==> src/rtl/accum_sched.sv <==
// accum_sched: two-requester round-robin scheduler that streams fixed-length jobs into an external accumulator.
// Optional feature macro ACCUM_SCHED_TIMEOUT_EN aborts a stalled STREAM after 255 consecutive idle cycles.
module accum_sched #(
   parameter int unsigned FRAME_LEN    = 1023,
   parameter int unsigned DRAIN_CYCLES = 16
) (
   input  logic        clk,
   input  logic        reset,
   input  logic [1:0]  req,
   input  logic [1:0]  valid,
   input  logic [15:0] data0,
   input  logic [15:0] data1,
   output logic [1:0]  ready,
   output logic [1:0]  grant,
   output logic        acc_clear,
   output logic [31:0] acc_load,
   input  logic [31:0] acc_result,
   output logic        res_valid,
   input  logic        res_ready,
   output logic [31:0] res_data,
   output logic        res_id,
   output logic        res_err
);
   localparam int unsigned BEAT_W  = 16;
   localparam int unsigned DRAIN_W = 8;
   localparam int unsigned DATA_W  = 16;
   localparam logic [BEAT_W-1:0]  LAST_BEAT  = BEAT_W'(FRAME_LEN - 1);
   localparam logic [DRAIN_W-1:0] LAST_DRAIN = DRAIN_W'(DRAIN_CYCLES - 1);

   typedef enum logic [2:0] {IDLE, CLEAR, STREAM, DRAIN, DONE} state_t;

   state_t              state;
   logic [BEAT_W-1:0]   beat_cnt;
   logic [DRAIN_W-1:0]  drain_cnt;
   logic                owner;
   logic                last_served;
   logic                next_owner;
   logic                beat;
   logic [DATA_W-1:0]   owner_data;

   // Contention goes to whoever was not served last; a lone request wins outright.
   assign next_owner = (req == 2'b11) ? ~last_served : req[1];
   assign beat       = ready[owner] & valid[owner];
   assign owner_data = owner ? data1 : data0;

`ifdef ACCUM_SCHED_TIMEOUT_EN
   localparam int unsigned IDLE_W = 8;
   logic [IDLE_W-1:0] idle_cnt;
   logic              timeout;

   assign timeout = !beat && (idle_cnt == IDLE_W'(254));

   // Consecutive no-beat cycles while streaming.
   always_ff @(posedge clk) begin
      if (reset || state != STREAM || beat) idle_cnt <= '0;
      else                                  idle_cnt <= idle_cnt + 1'b1;
   end
`else
   assign res_err = 1'b0;
`endif

   always_ff @(posedge clk) begin
      if (reset) begin
         state       <= IDLE;
         grant       <= 2'b00;
         ready       <= 2'b00;
         acc_clear   <= 1'b0;
         acc_load    <= '0;
         res_valid   <= 1'b0;
         res_data    <= '0;
         res_id      <= 1'b0;
         beat_cnt    <= '0;
         drain_cnt   <= '0;
         owner       <= 1'b0;
         last_served <= 1'b1;
`ifdef ACCUM_SCHED_TIMEOUT_EN
         res_err     <= 1'b0;
`endif
      end else begin
         acc_clear <= 1'b0;
         acc_load  <= '0;
         case (state)
            IDLE: begin
               if (req != 2'b00) begin
                  owner     <= next_owner;
                  grant     <= next_owner ? 2'b10 : 2'b01;
                  acc_clear <= 1'b1;
                  state     <= CLEAR;
               end
            end
            CLEAR: begin
               ready    <= grant;
               beat_cnt <= '0;
               state    <= STREAM;
            end
            STREAM: begin
               if (beat) begin
                  acc_load <= {16'b0, owner_data};
                  beat_cnt <= beat_cnt + 1'b1;
                  if (beat_cnt == LAST_BEAT) begin
                     ready     <= 2'b00;
                     drain_cnt <= '0;
                     state     <= DRAIN;
                  end
               end
`ifdef ACCUM_SCHED_TIMEOUT_EN
               else if (timeout) begin
                  ready     <= 2'b00;
                  res_valid <= 1'b1;
                  res_data  <= '0;
                  res_id    <= owner;
                  res_err   <= 1'b1;
                  state     <= DONE;
               end
`endif
            end
            DRAIN: begin
               drain_cnt <= drain_cnt + 1'b1;
               if (drain_cnt == LAST_DRAIN) begin
                  res_data  <= acc_result;
                  res_id    <= owner;
                  res_valid <= 1'b1;
                  state     <= DONE;
               end
            end
            DONE: begin
               if (res_ready) begin
                  res_valid   <= 1'b0;
                  grant       <= 2'b00;
                  last_served <= owner;
                  state       <= IDLE;
`ifdef ACCUM_SCHED_TIMEOUT_EN
                  res_err     <= 1'b0;
`endif
               end
            end
            default: state <= IDLE;
         endcase
      end
   end
endmodule

==> config.mk <==
export PLATFORM = sky130hd
export DESIGN_NAME = accum_sched
export DESIGN_NICKNAME = d
export VERILOG_FILES = /design/src/rtl/accum_sched.sv
export SDC_FILE = /design/constraint.sdc
export NUM_CORES = 1
export LEC_CHECK = 0
export BUFFER_PORTS_ARGS = -buffer_cell sky130_fd_sc_hd__buf_2
export CORE_UTILIZATION = 49
export CTS_BUF_LIST = sky130_fd_sc_hd__clkbuf_16
export CTS_CLUSTER_SIZE = 8
export DETAILED_ROUTE_END_ITERATION = 7
export GPL_TIMING_DRIVEN = 0
export MAX_ROUTING_LAYER = met4
export PLACE_DENSITY = 0.84
export SYNTH_ARGS = -nofsm -noshare
export SYNTH_HDL_FRONTEND = slang
export SYNTH_SLANG_ARGS = --single-unit
export TNS_END_PERCENT = 20
==> constraint.sdc <==
create_clock -name clk -period 2.1 [get_ports clk]
set_clock_uncertainty 0.1 [all_clocks]
set_input_delay 0.42 -clock clk [delete_from_list [all_inputs] [get_ports clk]]
set_output_delay 0.42 -clock clk [all_outputs]
set_load 0.1 [all_outputs]
# After elaboration in Yosys (flattened, before gate mapping)
# Cells that the tools add are included.
# op_classes
add_sub_neg,2
mul,0
div_mod_pow,0
magnitude_cmp,1
n_eq_ne,12
n_shift,0
mux,28
bitwise,5
reduce_logical,18
# op_table
cell,n
$mux W16,2
$pmux W16 S2,1
$add A16 B1 Y16 const B,1
$eq A16 B10 Y1 const B,1
$mux W8,2
$pmux W8 S2,1
$mux W3,5
$pmux W3 S5,1
$reduce_and A3 Y1,4
$mux W2,5
$ne A2 B2 Y1 const B,5
$reduce_bool A2 Y1,5
$add A8 B1 Y8 const B,1
$eq A8 B4 Y1 const B,1
$mux W1,8
$pmux W2 S2,2
$reduce_and A2 Y1,4
$eq A3 B2 Y1 const B,2
$reduce_and A5 Y1,1
$not A1 Y1,4
$reduce_or A2 Y1,2
$eq A3 B1 Y1 const B,1
$eq A3 B3 Y1 const B,1
$logic_not A3 Y1,1
other kinds (5),5
# totals
regBits,100
latch_bits,0
ramBits,0
romBits,0
input_bits,71
out_inout_bits,72
wordCells,79
n_memories,0

# Longest topological paths before layout
# Gate-level depths: netlist (run 1).
# depth
word_depth,5
ltp_mapped,7
ltp_nobuf,6

# Worst setup path after synthesis (run 1)
# Ideal clock, no wire load.
# synth_path
path_type,register to register
from,register ready[1]
to,register beat_cnt[7]
setup_ns,0.070
t_arrival_ns,2.083
required_ns,1.930
slack_ns,-0.153
stages_incl_launch_ff,5
n_path_buf,0
period_less_slack_ns,2.253
path_cell_list,dfxtp_1 and3_1 o21ai_2 or4_1 a21oi_1
# synth_via
elab_chain_len,5
# synth_rtl
item,line,text
from (decl),13,"output logic [1:0] ready,"
from (signal assigned),92,ready <= grant;
$mux W1 (not written as such) (2 in a row),43,assign beat = ready[owner] & valid[owner];
$and A1 B1 Y1,43,
$ne A2 B2 Y1 (no line),-,
$reduce_and A2 Y1 (no line),-,
to (signal assigned),99,beat_cnt <= beat_cnt + 1'b1;
to (decl),33,logic [BEAT_W-1:0] beat_cnt;
# No other way between the ends. The select of a mux whose other input is x is not followed.
# A chain may end at the register's enable or synchronous reset.

# Worst setup path after layout (run 1)
# layout_path
from,register beat_cnt[0]
to,register drain_cnt[7]
# layout_via
elab_chain_len,3
# layout_rtl
item,line,text
$eq A16 B10 Y1,100,if (beat_cnt == LAST_BEAT) begin
$ne A2 B2 Y1 (no line),-,
$reduce_and A3 Y1 (no line),-,
to (signal assigned),118,drain_cnt <= drain_cnt + 1'b1;
to (decl),34,logic [DRAIN_W-1:0] drain_cnt;
# No other way between the ends.

==> out/metrics.cfg, run 1 <==
[floorplan]
ioPinCount=143
fp-row-count=31
core_um2=7330
die_x_um=89.4
die-area_um2=7990
start_util_pct=51.0
die_y_um=89.4

[layout]
drive_gt1_share_pct=28.5
layout_commonest_cell=buf_2
n_fill_cell=606
fin_nets=672
postLayoutCellArea_um2=4860
layout_common_cells=buf_2, nand2_1, dfxtp_1
area_growth_pct=29.8
antennaDiodeCount=0

[place]
io_buffers=124
dp_hpwl_um=6980
post-place-ws_ns=0.119
postPlaceCellArea_um2=4550
gp_congestion=0.889

[clock_network]
cts.sinks=84
cts_tree=done
clock_latency_ns=0.34
cts_max_path_buffers=2
clk_pin_slew_ns=0.07
h-tree-depth=3
clock-root-buffer=clkbuf_16
cts_made_buffers=9

[power]
pwr-share-clk_pct=42.2
swShare_pct=27.7
seq_power_share_pct=44.0
fin_total_pwr_uw=3700
ir_drop_mv=0.497
p_int_uw=2670
combinationalPowerShare_pct=13.8
p_switching_uw=1030
powerDensity_nw_per_um2=761
power.leakage_uw=0.00208

[setup_path]
regToRegSetupSlack_ns=0.17
crit_path_end_kind=register
slowest_stage=dfxtp_1
crit_chain=inv_1 > ha_1 > nor4b_1 > nand4_1 > clkbuf_1 > o311ai_1 > a21oi_1
rr_worst_depth=7
timing.rr.start=beat_cnt[0]
worstPathArrival_ns=2.03
r2r_end=drain_cnt[7]
cp-start-kind=register
cp_max_fo=10
critPathKind=register to register
required_ns=2.20
setup.worst_path.start=beat_cnt[0]
critPathMaxStageDelay_ns=0.34

[synth]
synth.area.mux_share_pct=6.69
synth_top_family_by_area=simple AND/OR/NAND/NOR gates
synth_area_per_cell_um2=8.37
synth_seq_cells=84
synth_warnings=0
synthArstFlopShare_pct=0
synth_flop_cell=dfxtp_1
synth_adder_area_share_pct=1.00
synth_edf_count=0
syn_inst=447
synth_compound_area_share_pct=16.9
post_synth_num_cell_types=50
synth_xor_xnor_area_share_pct=0
synth.yosys.seq_area_share_pct=44.9
synthSimpleGateAreaFrac_pct=23.1
synth_area_um2=3740

[timing]
hold_viol=0
fin_ws_ns=0.172
fin_crit_sh_pct=91.8
setup_violations=0
period_minus_slack_ns=1.93
max_slew.worst_pin.slew_ns=0.629
maxClockFrequency_mhz=519
slew_violations=0
fin_setup_tns_ns=0
whs_ns=0.217
rsz0062_at_grt=no
relSlewSlack_pct=57.9

[global_routing]
gr-total-overflow=0
grt_pass1_vias=3409
grt_first_pass_wirelength_um=14900
track_usage_pct=25.1
antenna_found_initial=0
grt_max_degree=15

[routing]
first_pass_iters=5
ant_nets=0
drc=0
drt-vias-per-instance=5.41
drt_iter0_drc=241
vias=3796
drt_wl_total_um=9530
wire_per_inst_um=13.6

[worst_hold_path]
hold_class=input pin to register
holdCritStartpoint=data0[14]
whs_path_depth=3
worstHoldEndpoint=acc_load[14]

[run]
cap_viol_max_count=0

[outcome]
status=completed

-- power by group through the flow --
stage | Clock [uW] | Sequential [uW] | Combinational (uW)
finish | 1560 | 1630 | 509
global route | 1630 | 1630 | 540
CTS | 1570 | 1630 | 498
detailed placement | 0 | 1660 | 496
global placement | 0 | 1660 | 490
floorplan | 0 | 1720 | 318
-- synth_stat cells, drive strengths merged, types with 3 or more instances --
cell type  instances  share of area, %
and3               5              0.84
a31oi              6               1.0
or3               10               1.7
and2               4              0.67
nor3               5              0.67
clkbuf            17               1.7
nor2              25               2.5
o211ai            11               2.2
nor4               4              0.67
nand3             13               1.7
nand4              3              0.50
a21oi             48               6.4
o2111ai            4              0.94
buf               27               5.2
ha                 3               1.0
o21a               4              0.80
a2111oi            3              0.87
o31ai              3              0.60
mux2i             25               6.7
dfxtp             84                45
and4               3              0.70
nor3b              3               1.0
o21ai             11               1.6
nand2            101                10
-- registers in the layout, summed over array words and instances, names as in the netlist --
register and cells:
acc_clear 1, acc_load 16, beat_cnt 16, drain_cnt 8, grant 2, last_served 1, owner 1, ready 2
res_data 32, res_id 1, res_valid 1, state 3
-- metrics by stage --
stage	std cells	util [%]
3_3_place_gp	686	62.0
4_1_cts	702	66.0
6_report	702	66.3
5_1_grt	702	66.3
2_1_floorplan	463	-
3_5_place_dp	686	62.0
-- worst max-delay path: cells and delay by family (launching register included) --
family          cells  cell delay (ns)
compound gates      2             0.44
simple gates        2             0.41
buf+inv             2             0.36
flops               1             0.34
fa+ha+maj           1             0.14
-- cell type report --
type,count,area (um2),area share [%]
Buffer,44,258,5.31
Clock buffer,9,225,4.64
Clock inverter,7,66.3,1.37
Inverter,3,11.3,0.232
Multi-Input combinational cell,332,1870,38.5
Sequential cell,84,1680,34.7
Tap cell,99,124,2.55
Timing Repair Buffer,124,621,12.8
-- how the worst max path moves through the flow --
| stage | to | slack, ns | cells past startpoint |
|---|---|---|---|
| 2_1_floorplan | beat_cnt[7] | 0.19 | 4 |
| 3_3_place_gp | acc_load[7] | 0.17 | 6 |
| 3_5_place_dp | acc_load[2] | 0.12 | 6 |
| 4_1_cts | res_data[31] | 0.10 | 6 |
| 5_1_grt | drain_cnt[7] | 0.04 | 7 |
| 6_report | drain_cnt[7] | 0.17 | 7 |
-- cell families after synthesis --
logic type,count (synthesis)
adder cells (fa/ha/maj),3
AO/OA/AOI/OAI,101
other,1
flip-flops,84
buffers and inverters,47
multiplexers,25
AND/OR/NAND/NOR,186
-- layer usage --
layer | routed length [um] | part of all wire [%] | vias to the layer above | GRT usage, %
met4 | 173 | 1.8 | 0 | 10.4
li1 | - | - | 1843 | -
met1 | 3940 | 41 | 1773 | 29.7
met5 | 0 | 0 | - | -
met2 | 4820 | 51 | 160 | 41.2
met3 | 589 | 6.2 | 20 | 5.63
-- repair_timing --
action	CTS	global route
endpoints found under the setup margin	0	32
buffers inserted	0	0
resized for setup	0	4
hold buffers	0	0
No activity file was read; power rests on OpenSTA's default activity.
==> run 2: changes to the inputs <==
--- a/config.mk
+++ b/config.mk
@@ -5,6 +5,7 @@
 export SDC_FILE = /design/constraint.sdc
 export NUM_CORES = 1
 export LEC_CHECK = 0
+export ABC_AREA = 1
 export BUFFER_PORTS_ARGS = -buffer_cell sky130_fd_sc_hd__buf_2
 export CORE_UTILIZATION = 49
 export CTS_BUF_LIST = sky130_fd_sc_hd__clkbuf_16
@@ -12,7 +13,7 @@
 export DETAILED_ROUTE_END_ITERATION = 7
 export GPL_TIMING_DRIVEN = 0
 export MAX_ROUTING_LAYER = met4
-export PLACE_DENSITY = 0.84
+export PLACE_DENSITY = 0.82
 export SYNTH_ARGS = -nofsm -noshare
 export SYNTH_HDL_FRONTEND = slang
 export SYNTH_SLANG_ARGS = --single-unit
==> out/metrics.cfg, run 2 <==
[timing]
period_minus_slack_ns=1.77
rsz0062_at_grt=no
max_slew.worst_pin.slew_ns=0.542
fin_setup_tns_ns=0
maxClockFrequency_mhz=566
hold_viol=0
setup_violations=0
slew_violations=0
whs_ns=0.222
relSlewSlack_pct=63.9
fin_crit_sh_pct=84.1

[setup_path]
critPathKind=register to register
timing.rr.start=drain_cnt[0]
crit_end=state[1]
worstPathArrival_ns=1.90
regToRegSetupSlack_ns=0.33
cp-start-kind=register
cp_max_fo=4
crit_path_end_kind=register
required_ns=2.23
setup.worst_path.start=drain_cnt[0]
rr_worst_depth=6
r2r_end=state[1]

[global_routing]
grt_pass1_vias=3344
gr-total-overflow=0
grt_first_pass_wirelength_um=14300
antenna_found_initial=0
track_usage_pct=23.9
grt_max_degree=16

[floorplan]
fp-row-count=31
ioPinCount=143
die-area_um2=7970
core_um2=7290
die_x_um=89.3
start_util_pct=51.2
die_y_um=89.3

[synth]
yosysMostFrequentCell=nand2_1
synthTopCellsByArea=dfxtp_1, nand2_1, a21oi_1, nand3_1, buf_4
synth_edf_count=0
synth_area_per_cell_um2=7.30
synth_top_area_share_pct=45.1
ys_top_cells_by_count=nand2_1, dfxtp_1, a21oi_1
synth_area_leader_cell=dfxtp_1
synth_warnings=0
synth_flop_cell=dfxtp_1
synth.yosys.seq_area_share_pct=45.1
synth_seq_cells=84
post_synth_num_cell_types=32
syn_inst=511
synth_area_um2=3730
synthArstFlopShare_pct=0

[layout]
reg.largest.list=res_data x32, acc_load x16, beat_cnt x16
layout_commonest_cell=nand2_1
largest_reg_flops=32
max_flop_register=res_data
drive_gt1_share_pct=28.5
fin_nets=736
postLayoutCellArea_um2=4840
area_growth_pct=29.6
layout_common_cells=nand2_1, buf_2, dfxtp_1
antennaDiodeCount=0

[place]
io_buffers=124
dp_hpwl_um=6870
postPlaceCellArea_um2=4540
gp_congestion=0.922

[routing]
drt_wl_total_um=9400
drt-vias-per-instance=4.98
vias=3818
first_pass_iters=4
ant_nets=0
drc=0
drt_iter0_drc=178
wire_per_inst_um=12.3

[clock_network]
cts_made_buffers=9
cts_tree=done
cts_max_path_buffers=2
cts.sinks=84
hold_buffers=0
clk_pin_slew_ns=0.07
ctsResizeCount=0
clock-root-buffer=clkbuf_16
clock_latency_ns=0.34
h-tree-depth=3
cts_setup_buffers=0

[power]
combinationalPowerShare_pct=23.5
p_switching_uw=1480
p_int_uw=2850
powerDensity_nw_per_um2=894
pwr-share-clk_pct=36.7
swShare_pct=34.2
power.leakage_uw=0.00225
fin_total_pwr_uw=4320
ir_drop_mv=0.443
seq_power_share_pct=39.8

[outcome]
status=completed

[run]
cap_viol_max_count=0

[worst_hold_path]
hold_class=input pin to register

[run 2: critical path, cell delays in order (launching register included)]
cell	delay, ns
dfxtp_1	0.36
ha_1	0.20
nand3_1	0.16
o21ai_0	0.44
nand3_1	0.14
o21ai_0	0.20
inv_1	0.05
[run 2: stage by stage]
stage	util [%]	cells	setup slack, ns
floorplan	-	527	0.136
global placement	62.2	750	0.294
detailed placement	62.2	750	0.284
CTS	66.3	766	0.346
global route	66.3	766	0.200
finish	66.3	766	0.333
[run 2: area by class of cell]
| class | count | area, um2 |
|---|---|---|
| clock inverters | 7 | 75.1 |
| clock buffers | 9 | 225 |
| well taps | 99 | 124 |
| inverters | 37 | 139 |
| repair buffers | 124 | 621 |
| multi-input cells | 367 | 1720 |
| plain buffers | 39 | 253 |
| flip-flops and latches | 84 | 1680 |
| fillers | 625 | 2450 |
[run 2: power groups by stage]
stage / clock network [uW] / registers [uW] / logic, uW
after floorplan: 0 / 1900 / 631
after global placement: 0 / 1750 / 982
after detailed placement: 0 / 1760 / 997
after CTS: 1610 / 1720 / 1010
after global routing: 1680 / 1730 / 1100
final: 1590 / 1720 / 1010
[run 2: per-layer routing]
layer	vias to the layer above	GRT usage (%)	part of all wire (%)
met5	-	-	0
met4	0	10.4	1.5
met3	14	4.25	5.8
met2	117	40.6	50
met1	1736	27.6	43
li1	1951	-	-
[run 2: kinds of logic (layout without fill, tap and decap cells)]
logic type	Yosys count	count (layout)	share of synthesized area [%]
buffers and inverters	76	216	10.5
xor gates and xnor gates	1	1	0.235
adders and majority gates	3	3	1.01
AOI/OAI and AO/OA	93	93	13.0
and+or+nand+nor	253	253	30.1
other	1	17	0.100
DFF	84	84	45.1
[run 2: worst min path at each step]
stage,cells past startpoint,endpoint,startpoint,slack (ns)
after floorplan,2,last_served,last_served,0.34
after global placement,2,res_data[21],res_data[21],0.34
after detailed placement,2,res_data[26],res_data[26],0.35
after CTS,3,acc_load[1],data0[1],0.22
after global routing,3,acc_load[2],data0[2],0.23
final,3,acc_load[1],data0[1],0.22
==> run 3: changes to the inputs <==
--- a/config.mk
+++ b/config.mk
@@ -5,7 +5,7 @@
 export SDC_FILE = /design/constraint.sdc
 export NUM_CORES = 1
 export LEC_CHECK = 0
-export ABC_AREA = 1
+export ABC_AREA = 0
 export BUFFER_PORTS_ARGS = -buffer_cell sky130_fd_sc_hd__buf_2
 export CORE_UTILIZATION = 49
 export CTS_BUF_LIST = sky130_fd_sc_hd__clkbuf_16
==> constraint.sdc (replaced) <==
create_clock -name clk -period 1.65 [get_ports clk]
set_clock_uncertainty 0.1 [all_clocks]
set_input_delay 0.33 -clock clk [delete_from_list [all_inputs] [get_ports clk]]
set_output_delay 0.33 -clock clk [all_outputs]
set_load 0.1 [all_outputs]
==> out/metrics.cfg, run 3 (synthesis results as in run 1) <==
[layout]
reg.largest.list=res_data x32, acc_load x16, beat_cnt x16
layout_commonest_cell=buf_2
fin_nets=689
area_growth_pct=39.3
postLayoutCellArea_um2=5210
drive_gt1_share_pct=37.8
largest_reg_flops=32
antennaDiodeCount=0
fin_util_pct=71.1
layout_common_cells=buf_2, nand2_1, dfxtp_1
max_flop_register=res_data

[power]
swShare_pct=28.6
p_int_uw=3270
p_switching_uw=1310
powerDensity_nw_per_um2=880
power.leakage_uw=0.00221
pwr-share-clk_pct=39.0
combinationalPowerShare_pct=15.8
seq_power_share_pct=45.2
ir_drop_mv=0.852

[place]
postPlaceCellArea_um2=4570
post-place-ws_ns=-0.366
io_buffers=124
dp_hpwl_um=6940
gp_congestion=0.911

[run]
cap_viol_max_count=0

[worst_hold_path]
hold_class=input pin to register
worstHoldEndpoint=acc_load[8]
holdCritStartpoint=data0[8]
whs_path_depth=3

[clock_network]
clk_pin_slew_ns=0.06
cts_max_path_buffers=2
clock_latency_ns=0.33
cts_made_buffers=9
h-tree-depth=3
clock-root-buffer=clkbuf_16
cts.sinks=84
cts_tree=done

[floorplan]
die-area_um2=7990
ioPinCount=143
die_x_um=89.4
fp-row-count=31
core_um2=7330
die_y_um=89.4
start_util_pct=51.0

[routing]
wire_per_inst_um=14.8
drc=0
vias=3890
drt-vias-per-instance=5.42
drt_iter0_drc=339
drt_wl_total_um=10600
first_pass_iters=5
ant_nets=0

[timing]
relSlewSlack_pct=63.8
maxClockFrequency_mhz=567
rsz0062_at_grt=yes
whs_ns=0.123
slew_violations=0
fin_crit_sh_pct=107
period_minus_slack_ns=1.76
hold_viol=0
setup_violations=17
fin_ws_ns=-0.114
max_slew.worst_pin.slew_ns=0.544

[setup_path]
regToRegSetupSlack_ns=-0.11
rr_worst_depth=7
crit_path_end_kind=register
timing.rr.start=beat_cnt[0]
cp_max_fo=5
r2r_end=drain_cnt[7]
required_ns=1.75
critPathKind=register to register
cp-start-kind=register
worstPathArrival_ns=1.86

[global_routing]
grt_pass1_vias=3533
track_usage_pct=26.2
gr-total-overflow=0
grt_max_degree=14
antenna_found_initial=0
grt_first_pass_wirelength_um=15800

[outcome]
status=finished with violations
violations=negative setup slack

run 3: repair_timing:
| item | 4_1_cts | 5_1_grt |
|---|---|---|
| setup buffers | 10 | 7 |
| pin swaps | 12 | 14 |
| gates resized for setup | 45 | 30 |
| setup endpoints to repair | 68 | 69 |
| gates cloned | 0 | 1 |
| hold buffers | 0 | 0 |
run 3: metal layers:
| layer | up-vias | track usage (%) | share of wire [%] |
|---|---|---|---|
| met5 | - | - | 0 |
| met4 | 0 | 7.94 | 2.0 |
| met2 | 168 | 44.9 | 52 |
| li1 | 1872 | - | - |
| met1 | 1825 | 30.8 | 40 |
| met3 | 25 | 5.63 | 6.2 |
run 3: area by class of cell:
type	instances	area (um2)
tap	99	124
inverter	3	15.0
fill	540	2120
multi-input combinational	332	2040
timing repair buffer	142	771
clock buffer	9	225
clock inverter	6	33.8
buffer	43	294
sequential	84	1700
run 3: worst max-delay path by stage:
| stage | startpoint | endpoint | slack (ns) | depth (start not counted) |
|---|---|---|---|---|
| after floorplan | ready[0] | beat_cnt[7] | -0.04 | 4 |
| after global placement | state[1] | beat_cnt[10] | -0.24 | 5 |
| after detailed placement | beat_cnt[0] | drain_cnt[7] | -0.37 | 7 |
| after CTS | state[2] | beat_cnt[10] | -0.09 | 5 |
| after global routing | beat_cnt[0] | drain_cnt[7] | -0.15 | 7 |
| final | beat_cnt[0] | drain_cnt[7] | -0.11 | 7 |
run 3: power by group through the flow:
stage                     clock network [uW]  logic (uW)  registers, uW
after floorplan                            0         406           2180
after global placement                     0         628           2110
after detailed placement                   0         638           2110
after CTS                               1790         681           2070
after global routing                    1900         768           2070
final                                   1790         725           2070
run 3: per-stage QoR:
| stage | setup TNS (ns) | cells | total power (uW) |
|---|---|---|---|
| after detailed placement | -13.78 | 686 | 2750 |
| after global placement | -11.47 | 686 | 2740 |
| after global routing | -3.27 | 718 | 4740 |
| after floorplan | -0.0809 | 463 | 2590 |
| after CTS | -0.492 | 711 | 4540 |
| final | -0.781 | 718 | 4580 |
run 3: critical path: stages, from the launching register on:
cell and delay, ns:
dfxtp_4 0.36, inv_4 0.07, ha_4 0.14, nor4b_4 0.21, nand4_1 0.22, clkbuf_8 0.22
o311ai_4 0.23, a21oi_1 0.10
